## src/rtl/hazard_pkg.sv

```systemverilog
// Shared types and constants for the pipeline hazard controller.
package hazard_pkg;

   typedef enum logic [1:0] {
      StRun     = 2'd0,
      StMemWait = 2'd1,
      StFault   = 2'd2
   } hz_state_e;

   localparam logic [1:0] FWD_RF = 2'b00;
   localparam logic [1:0] FWD_W  = 2'b01;
   localparam logic [1:0] FWD_M  = 2'b10;

   localparam int unsigned WAIT_W = 16;

endpackage

```

## src/rtl/fwd_sel.sv

```systemverilog
// Per-operand E-stage forwarding select; the M stage wins over W.
module fwd_sel
   import hazard_pkg::*;
(
   input  logic [4:0] RsE,
   input  logic [4:0] RdM,
   input  logic [4:0] RdW,
   input  logic       RegWriteM,
   input  logic       RegWriteW,
   output logic [1:0] Fwd
);

   logic w_hit_m;
   logic w_hit_w;

   assign w_hit_m = RegWriteM && (RdM != 5'd0) && (RdM == RsE);
   assign w_hit_w = RegWriteW && (RdW != 5'd0) && (RdW == RsE);

   always_comb begin
      Fwd = FWD_RF;
      if (w_hit_m) begin
         Fwd = FWD_M;
      end else if (w_hit_w) begin
         Fwd = FWD_W;
      end
   end

endmodule

```

## src/rtl/hazard_ctrl.sv

```systemverilog
// Hazard/stall controller: forwarding, load-use stall, branch flush, memory freeze
// with bounded wait and sticky fault, plus a saturating stall-cycle counter.
module hazard_ctrl
   import hazard_pkg::*;
#(
   parameter int unsigned MAX_WAIT = 255,
   parameter int unsigned CNT_W    = 32
) (
   input  logic             clk,
   input  logic             reset,
   input  logic [4:0]       Rs1D,
   input  logic [4:0]       Rs2D,
   input  logic [4:0]       Rs1E,
   input  logic [4:0]       Rs2E,
   input  logic [4:0]       RdE,
   input  logic [4:0]       RdM,
   input  logic [4:0]       RdW,
   input  logic             ResultSrcE0,
   input  logic             RegWriteM,
   input  logic             RegWriteW,
   input  logic             PCSrcE,
   input  logic             MemReqM,
   input  logic             MemReadyM,
   output logic [1:0]       ForwardAE,
   output logic [1:0]       ForwardBE,
   output logic             StallF,
   output logic             StallD,
   output logic             StallE,
   output logic             StallM,
   output logic             FlushD,
   output logic             FlushE,
   output logic             FlushW,
   output logic             Fault,
   output logic [CNT_W-1:0] StallCount
);

   localparam logic [WAIT_W-1:0] MaxWait = WAIT_W'(MAX_WAIT);

   hz_state_e         r_state;
   hz_state_e         w_state_nxt;
   logic [WAIT_W-1:0] r_wait;
   logic [WAIT_W-1:0] w_wait_nxt;
   logic [CNT_W-1:0]  r_stall_cnt;
   logic              w_lw_stall;
   logic              w_mem_freeze;
   logic              w_freeze;

   fwd_sel u_fwd_a (
      .RsE       (Rs1E),
      .RdM       (RdM),
      .RdW       (RdW),
      .RegWriteM (RegWriteM),
      .RegWriteW (RegWriteW),
      .Fwd       (ForwardAE)
   );

   fwd_sel u_fwd_b (
      .RsE       (Rs2E),
      .RdM       (RdM),
      .RdW       (RdW),
      .RegWriteM (RegWriteM),
      .RegWriteW (RegWriteW),
      .Fwd       (ForwardBE)
   );

   assign w_lw_stall   = ResultSrcE0 && (RdE != 5'd0) && ((RdE == Rs1D) || (RdE == Rs2D));
   assign w_mem_freeze = MemReqM && !MemReadyM;

   // While reset is held the state is forced to RUN, so outputs follow the
   // unfrozen RUN equations regardless of the memory handshake.
   always_comb begin
      w_state_nxt = r_state;
      w_wait_nxt  = r_wait;
      w_freeze    = 1'b0;
      if (!reset) begin
         unique case (r_state)
            StRun: begin
               if (w_mem_freeze) begin
                  w_freeze    = 1'b1;
                  w_wait_nxt  = WAIT_W'(1);
                  w_state_nxt = (MaxWait == WAIT_W'(1)) ? StFault : StMemWait;
               end
            end
            StMemWait: begin
               if (MemReadyM) begin
                  w_state_nxt = StRun;
                  w_wait_nxt  = '0;
               end else begin
                  w_freeze   = 1'b1;
                  w_wait_nxt = r_wait + WAIT_W'(1);
                  if (w_wait_nxt == MaxWait) begin
                     w_state_nxt = StFault;
                  end
               end
            end
            StFault: begin
               w_freeze = 1'b1;
            end
            default: begin
               w_state_nxt = StRun;
               w_wait_nxt  = '0;
            end
         endcase
      end
   end

   always_comb begin
      StallF = w_lw_stall;
      StallD = w_lw_stall;
      StallE = 1'b0;
      StallM = 1'b0;
      FlushD = PCSrcE;
      FlushE = w_lw_stall | PCSrcE;
      FlushW = 1'b0;
      if (w_freeze) begin
         // Holding D/E keeps a resolved branch in E alive until release.
         StallF = 1'b1;
         StallD = 1'b1;
         StallE = 1'b1;
         StallM = 1'b1;
         FlushD = 1'b0;
         FlushE = 1'b0;
         FlushW = 1'b1;
      end
   end

   always_ff @(posedge clk or posedge reset) begin
      if (reset) begin
         r_state     <= StRun;
         r_wait      <= '0;
         r_stall_cnt <= '0;
      end else begin
         r_state <= w_state_nxt;
         r_wait  <= w_wait_nxt;
         if (StallF && (r_stall_cnt != '1)) begin
            r_stall_cnt <= r_stall_cnt + CNT_W'(1);
         end
      end
   end

   assign Fault      = (r_state == StFault);
   assign StallCount = r_stall_cnt;

endmodule

```

## config.mk

```make
export PLATFORM = sky130hd
export DESIGN_NAME = hazard_ctrl
export DESIGN_NICKNAME = d
export VERILOG_FILES = /design/src/rtl/hazard_pkg.sv /design/src/rtl/fwd_sel.sv /design/src/rtl/hazard_ctrl.sv
export SDC_FILE = /design/constraint.sdc
export NUM_CORES = 1
export LEC_CHECK = 0
export BUFFER_PORTS_ARGS = -buffer_cell sky130_fd_sc_hd__buf_4
export CAP_MARGIN = 30
export CELL_PAD_IN_SITES_DETAIL_PLACEMENT = 0
export CELL_PAD_IN_SITES_GLOBAL_PLACEMENT = 1
export CORE_ASPECT_RATIO = 1.1
export CORE_MARGIN = 5
export CORE_UTILIZATION = 35
export CTS_CLUSTER_DIAMETER = 60
export DETAILED_ROUTE_END_ITERATION = 10
export PLACE_DENSITY_LB_ADDON = 0.1
export RECOVER_POWER = 50
export SYNTH_ARGS = -nofsm -noshare
export SYNTH_HDL_FRONTEND = slang
export SYNTH_HIERARCHICAL = 1
export SYNTH_SLANG_ARGS = --single-unit
export TNS_END_PERCENT = 30
```

## constraint.sdc

```tcl
create_clock -name clk -period 2.4 [get_ports clk]
set_clock_uncertainty 0.05 [all_clocks]
set_input_delay 0.12 -clock clk [delete_from_list [all_inputs] [get_ports clk]]
set_output_delay 0.12 -clock clk [all_outputs]
set_load 0.05 [all_outputs]
```

Yosys cells after proc, flatten, opt, wreduce, memory -nomap -nowiden --
Index checks and enable logic that the tools add are counted.
Operators by class: $add $sub $neg 2, equal/unequal tests 12, muxes and demuxes 19, bitwise logic cells 3, reduce and logical (&&, ||, !) cells 18
Operators with widths (count):
- $pmux W16 S3 | 1
- $add A32 B1 Y32 const B | 1
- $mux W16 | 2
- $ne A32 B32 Y1 const B | 1
- $eq A5 B5 Y1 | 6
- $add A16 B1 Y16 const B | 1
- $eq A16 B8 Y1 const B | 1
- $reduce_bool A5 Y1 | 3
- $logic_and A1 B1 Y1 | 10
- $mux W2 | 5
- $mux W1 | 9
- $pmux W2 S3 | 1
- $reduce_and A4 Y1 | 1
- $ne A3 B3 Y1 const B | 1
- $pmux W1 S3 | 1
- $reduce_and A3 Y1 | 1
- $eq A2 B1 Y1 const B | 1
- $eq A2 B2 Y1 const B | 1
- $logic_not A2 Y1 | 1
- $ne A2 B2 Y1 const B | 1
- $not A1 Y1 | 2
- $logic_not A1 Y1 | 1
- $logic_or A1 B1 Y1 | 1
- $or A1 B1 Y1 | 1
Word-level totals: register bits 50, output and inout port bits 44, word-level logic and storage cells 57

Longest topological paths before layout --
word-level depth 7, depth in mapped cells 8

Cells and area by module --
Netlist, hierarchy kept.
Modules (own cells, without submodules):
- hazard_ctrl | times used 1, cells each 301, area an instance 2899.0 um2, seq. area each 1251.2 um2
- fwd_sel | times used 2, cells each 21, area an instance 158.9 um2, seq. area each 0.0 um2

Worst setup path before layout --
OpenSTA, ideal clock, no wires.
path type reg2out, start point register r_state[0], end point output FlushE, arrival 2.744 ns, required time 2.230 ns, path slack -0.514 ns, cell stages (with the launch flop) 6, buffers on the path 1, cells stage by stage dfrtp_1 -> buf_2 -> nor2b_1 -> a21oi_1 -> nor2_1 -> nor2_1
On the way: cells in the longest elaborated chain, start to end 4, elaborated cells between the ends (all ways) 6, those cells by class 2 x eq/ne; 3 x mux; 1 x reduce/logical
Ends and longest elaborated chain:
- start: declaration | line hazard_ctrl.sv:39 | hz_state_e r_state;
- start signal: assignment | line hazard_ctrl.sv:129 | r_state <= StRun;
- start signal: assignment | line hazard_ctrl.sv:133 | r_state <= w_state_nxt;
- $eq A2 B2 Y1
- named net Fault | line hazard_ctrl.sv:33 | output logic Fault,
- $pmux W1 S3 | line hazard_ctrl.sv:76 | unique case (r_state)
- $mux W1 | line hazard_ctrl.sv:75 | if (!reset) begin
- $mux W1 | line hazard_ctrl.sv:115 | if (w_freeze) begin
- end: declaration | line hazard_ctrl.sv:31 | output logic FlushE,
The timed path passes the listed nets, and every way through them passes these cells.

Final worst setup path --
start point register r_state[1], end point register r_stall_cnt[29], in the netlist StallCount[29]
On the way: cells in the longest elaborated chain, start to end 5, elaborated cells between the ends (all ways) 7, those cells by class 2 x eq/ne; 3 x mux; 2 x reduce/logical
Ends and longest elaborated chain:
- $eq A2 B2 Y1, or another cell as far along | line hazard_ctrl.sv:76
- $pmux W1 S3 (*) | line hazard_ctrl.sv:76
- $mux W1 (*) | line hazard_ctrl.sv:75
- $mux W1 (*) | line hazard_ctrl.sv:115
- $logic_and A1 B1 Y1 (*) | line hazard_ctrl.sv:135 | if (StallF && (r_stall_cnt != '1)) begin
- end signal: assignment | line hazard_ctrl.sv:136 | r_stall_cnt <= r_stall_cnt + CNT_W'(1);
- end: declaration | line hazard_ctrl.sv:43 | logic [CNT_W-1:0] r_stall_cnt;
Mark *: on every way between the ends. The rest lies on a longest branch, timed or not. A chain may end at the register's enable or synchronous reset.

==> flow_summary.yaml <==
clock_network:
  worstSkewPairLatency_ps: 310
  tritoncts: "yes"
  cts_resized: 0
  hold_buffers: 0
  cts.clk_slew.worst_paths_ps: 100
  cts_made_buffers: 5
  root_buffer: "clkbuf_8"
  htreeDepth: 2
  cts_setup_buffers: 0
  cts.sinks: 50
  cts.path.max_buffers: 2
detailed_routing:
  drt_iter0_drc: 101
  wl_mm: 7.77
  dr_total_vias: 2754
  drc_errors: 0
  dr.pass1.iters: 4
  via_per_inst: 5.01
  wl_per_cell_um: 14.1
  antenna_left: 0
timing:
  rsz0062_at_grt: "no"
  fin_ws_ps: 264
  tns_ps: 0
  worst_slew_pin_slew_ps: 1270
  maxSlewHeadroom_pct: 15.5
  min_period_over_period_pct: 89.0
  max_freq_ghz: 0.468
  period_needed_ps: 2140
  final-setup-viol-count: 0
  final-hold-violation-count: 0
  slew_violations: 0
yosys:
  ys_dominant_reg_cell: "dfrtp_1"
  synthTopCellsByCount: "50 x dfrtp_1, 41 x xor2_1, 38 x nor2_1"
  ys_seq_elements: 50
  yosysUniqueCellTypes: 48
  synthDominantCellAreaShare_pct: 38.9
  syn_area_per_cell_sq_um: 9.38
  syn_nets: 389
  synth_warnings: 6
  synth.most_common_cell: "dfrtp_1"
  syn_area_sq_mm: 0.00322
  synthCells: 343
  synth.area.top_cells: "dfrtp_1 39%, xor2_1 11%, xnor2_1 6.0%"
  synth_seq_area_share_pct: 38.9
  yosys.area.top_type: "dfrtp_1"
  async_flop_share_pct: 100
  synth_edf_count: 0
run_status:
  status: "completed"
place:
  io_buffers: 86
  place_ws_ps: 249
  routabilityCongestion: 0.791
  placed_area_sq_mm: 0.00402
  hpwl_mm: 6.03
die:
  die_area_sq_mm: 0.0112
  core_area_sq_mm: 0.00892
  die_h_um: 111
  chipWidth_um: 101
  rows: 36
  start_util_pct: 36.1
  io_pins: 87
finish:
  ff_latch_area_sq_mm: 0.00125
  fin_nets: 481
  synthToLayoutAreaGrowth_pct: 25.0
  diodes: 0
  drive_gt1_share_pct: 25.0
  fillers: 921
  final_cell_area_sq_mm: 0.00402
  multi_input_area_sq_mm: 0.00187
pwr:
  p_sw_share_pct: 38.5
  clock_power_share_pct: 23.8
  ir_drop_mv: 0.269
  pwr-share-comb_pct: 29.6
  p_switching_uw: 849
  power_frac_seq_pct: 46.6
  intPower_uw: 1360
  powerDensity_mw_per_mm2: 548
  cellLeakagePower_uw: 0.00183
grt:
  grt_usage_pct: 14.2
  grt-ovfl-total: 0
  antenna_found_initial: 0
  grt_max_degree: 52
  grt_pass1_wl_mm: 13.2
  grt_pass1_vias: 2701
setup_path:
  crit_chain: "nor2_1 > a21oi_1 > o22ai_4 > nand4_4 > nor4_1 > xor2_1"
  startpoint_type: "flip-flop"
  slowest_delay_ps: 420
  crit_arrival_ps: 2330
  crit_buf_inv: 0
  endpoint_kind: "flip-flop"
  crit_required_ps: 2590
  slowest_stage: "dfrtp_1"
  critPathTopFamily: "simple AND/OR/NAND/NOR gates"
  worst-path-max-fanout: 15
  crit_type: "flip-flop to flip-flop"
worst_hold_path:
  hold_path_class: "input port to flip-flop"
run:
  drv_cap: 0
per-layer routing:
metal  up-vias  share of wire, %  GRT usage, %
li1       1387                 -             -
met2        67                47          23.0
met3         6               5.1          2.65
met4         0               1.2          3.46
met5         -                 0             0
met1      1294                47          19.3
kinds of logic after synthesis:
logic type      Yosys count  synth area share, %
compound gates           50                 10.4
fa+ha+maj                 3                 1.17
flops                    50                 38.9
simple gates            156                 28.8
buf+inv                  20                 3.23
mux                       1                0.350
xor+xnor                 63                 17.2
layout make-up:
| type | instances | area share [%] |
|---|---|---|
| Tap cell | 114 | 3.55 |
| Inverter | 10 | 0.933 |
| Sequential cell | 50 | 31.1 |
| Multi-Input combinational cell | 273 | 46.5 |
| Timing Repair Buffer | 95 | 15.5 |
| Clock buffer | 5 | 1.71 |
| Clock inverter | 3 | 0.622 |
cell usage in the layout, fill, tap and decap left out, types with 6 or more instances in the layout:
cell       n
o21ai_0   22
nand3_1   21
xnor2_1   22
clkbuf_1  23
inv_1      9
buf_4     71
nor2_1    37
dfrtp_1   50
and3_1     7
nor4_1    10
nor3_2     6
nand2_1   30
nor3_1    10
a21oi_1    8
xor2_1    41
power groups by stage:
stage | sequential (uW) | clock [uW] | combinational, uW
2_1_floorplan | 1180 | 0 | 296
3_3_place_gp | 1040 | 0 | 674
3_5_place_dp | 1050 | 0 | 673
4_1_cts | 1030 | 554 | 675
5_1_grt | 1040 | 582 | 712
6_report | 1030 | 524 | 653
worst min-delay path: stages:
cell and delay [ps]:
buf_4 90, nor2_1 60, nand4b_1 90, o21ai_0 70
metrics by stage:
stage | cells | hold WS (ps) | total power (uW) | util [%]
4_1_cts | 550 | 17.5 | 2260 | 46.1
3_3_place_gp | 542 | 369 | 1720 | 45.0
3_5_place_dp | 542 | 370 | 1720 | 45.0
6_report | 550 | 115 | 2210 | 45.1
5_1_grt | 550 | 139 | 2340 | 45.1
2_1_floorplan | 343 | 227 | 1470 | -
sequential cells by signal (all words and copies together), names as in the netlist:
register / count
r_state: 2
r_wait: 16
StallCount: 32
path summary, 6_finish.rpt:
kind | slack (ps) | to | depth (start not counted) | from
setup / recovery | 260 | StallCount[29] | 6 | r_state[1]
hold / removal | 120 | r_wait[2] | 4 | MemReadyM
setup reg to reg | 260 | StallCount[29] | 6 | r_state[1]
hold reg to reg | 450 | StallCount[8] | 1 | StallCount[8]
max in group asynchronous | 1220 | r_wait[7] | 3 | reset
min in group asynchronous | 330 | StallCount[24] | 3 | reset
Note: power is estimated with default switching activity, not from simulation.
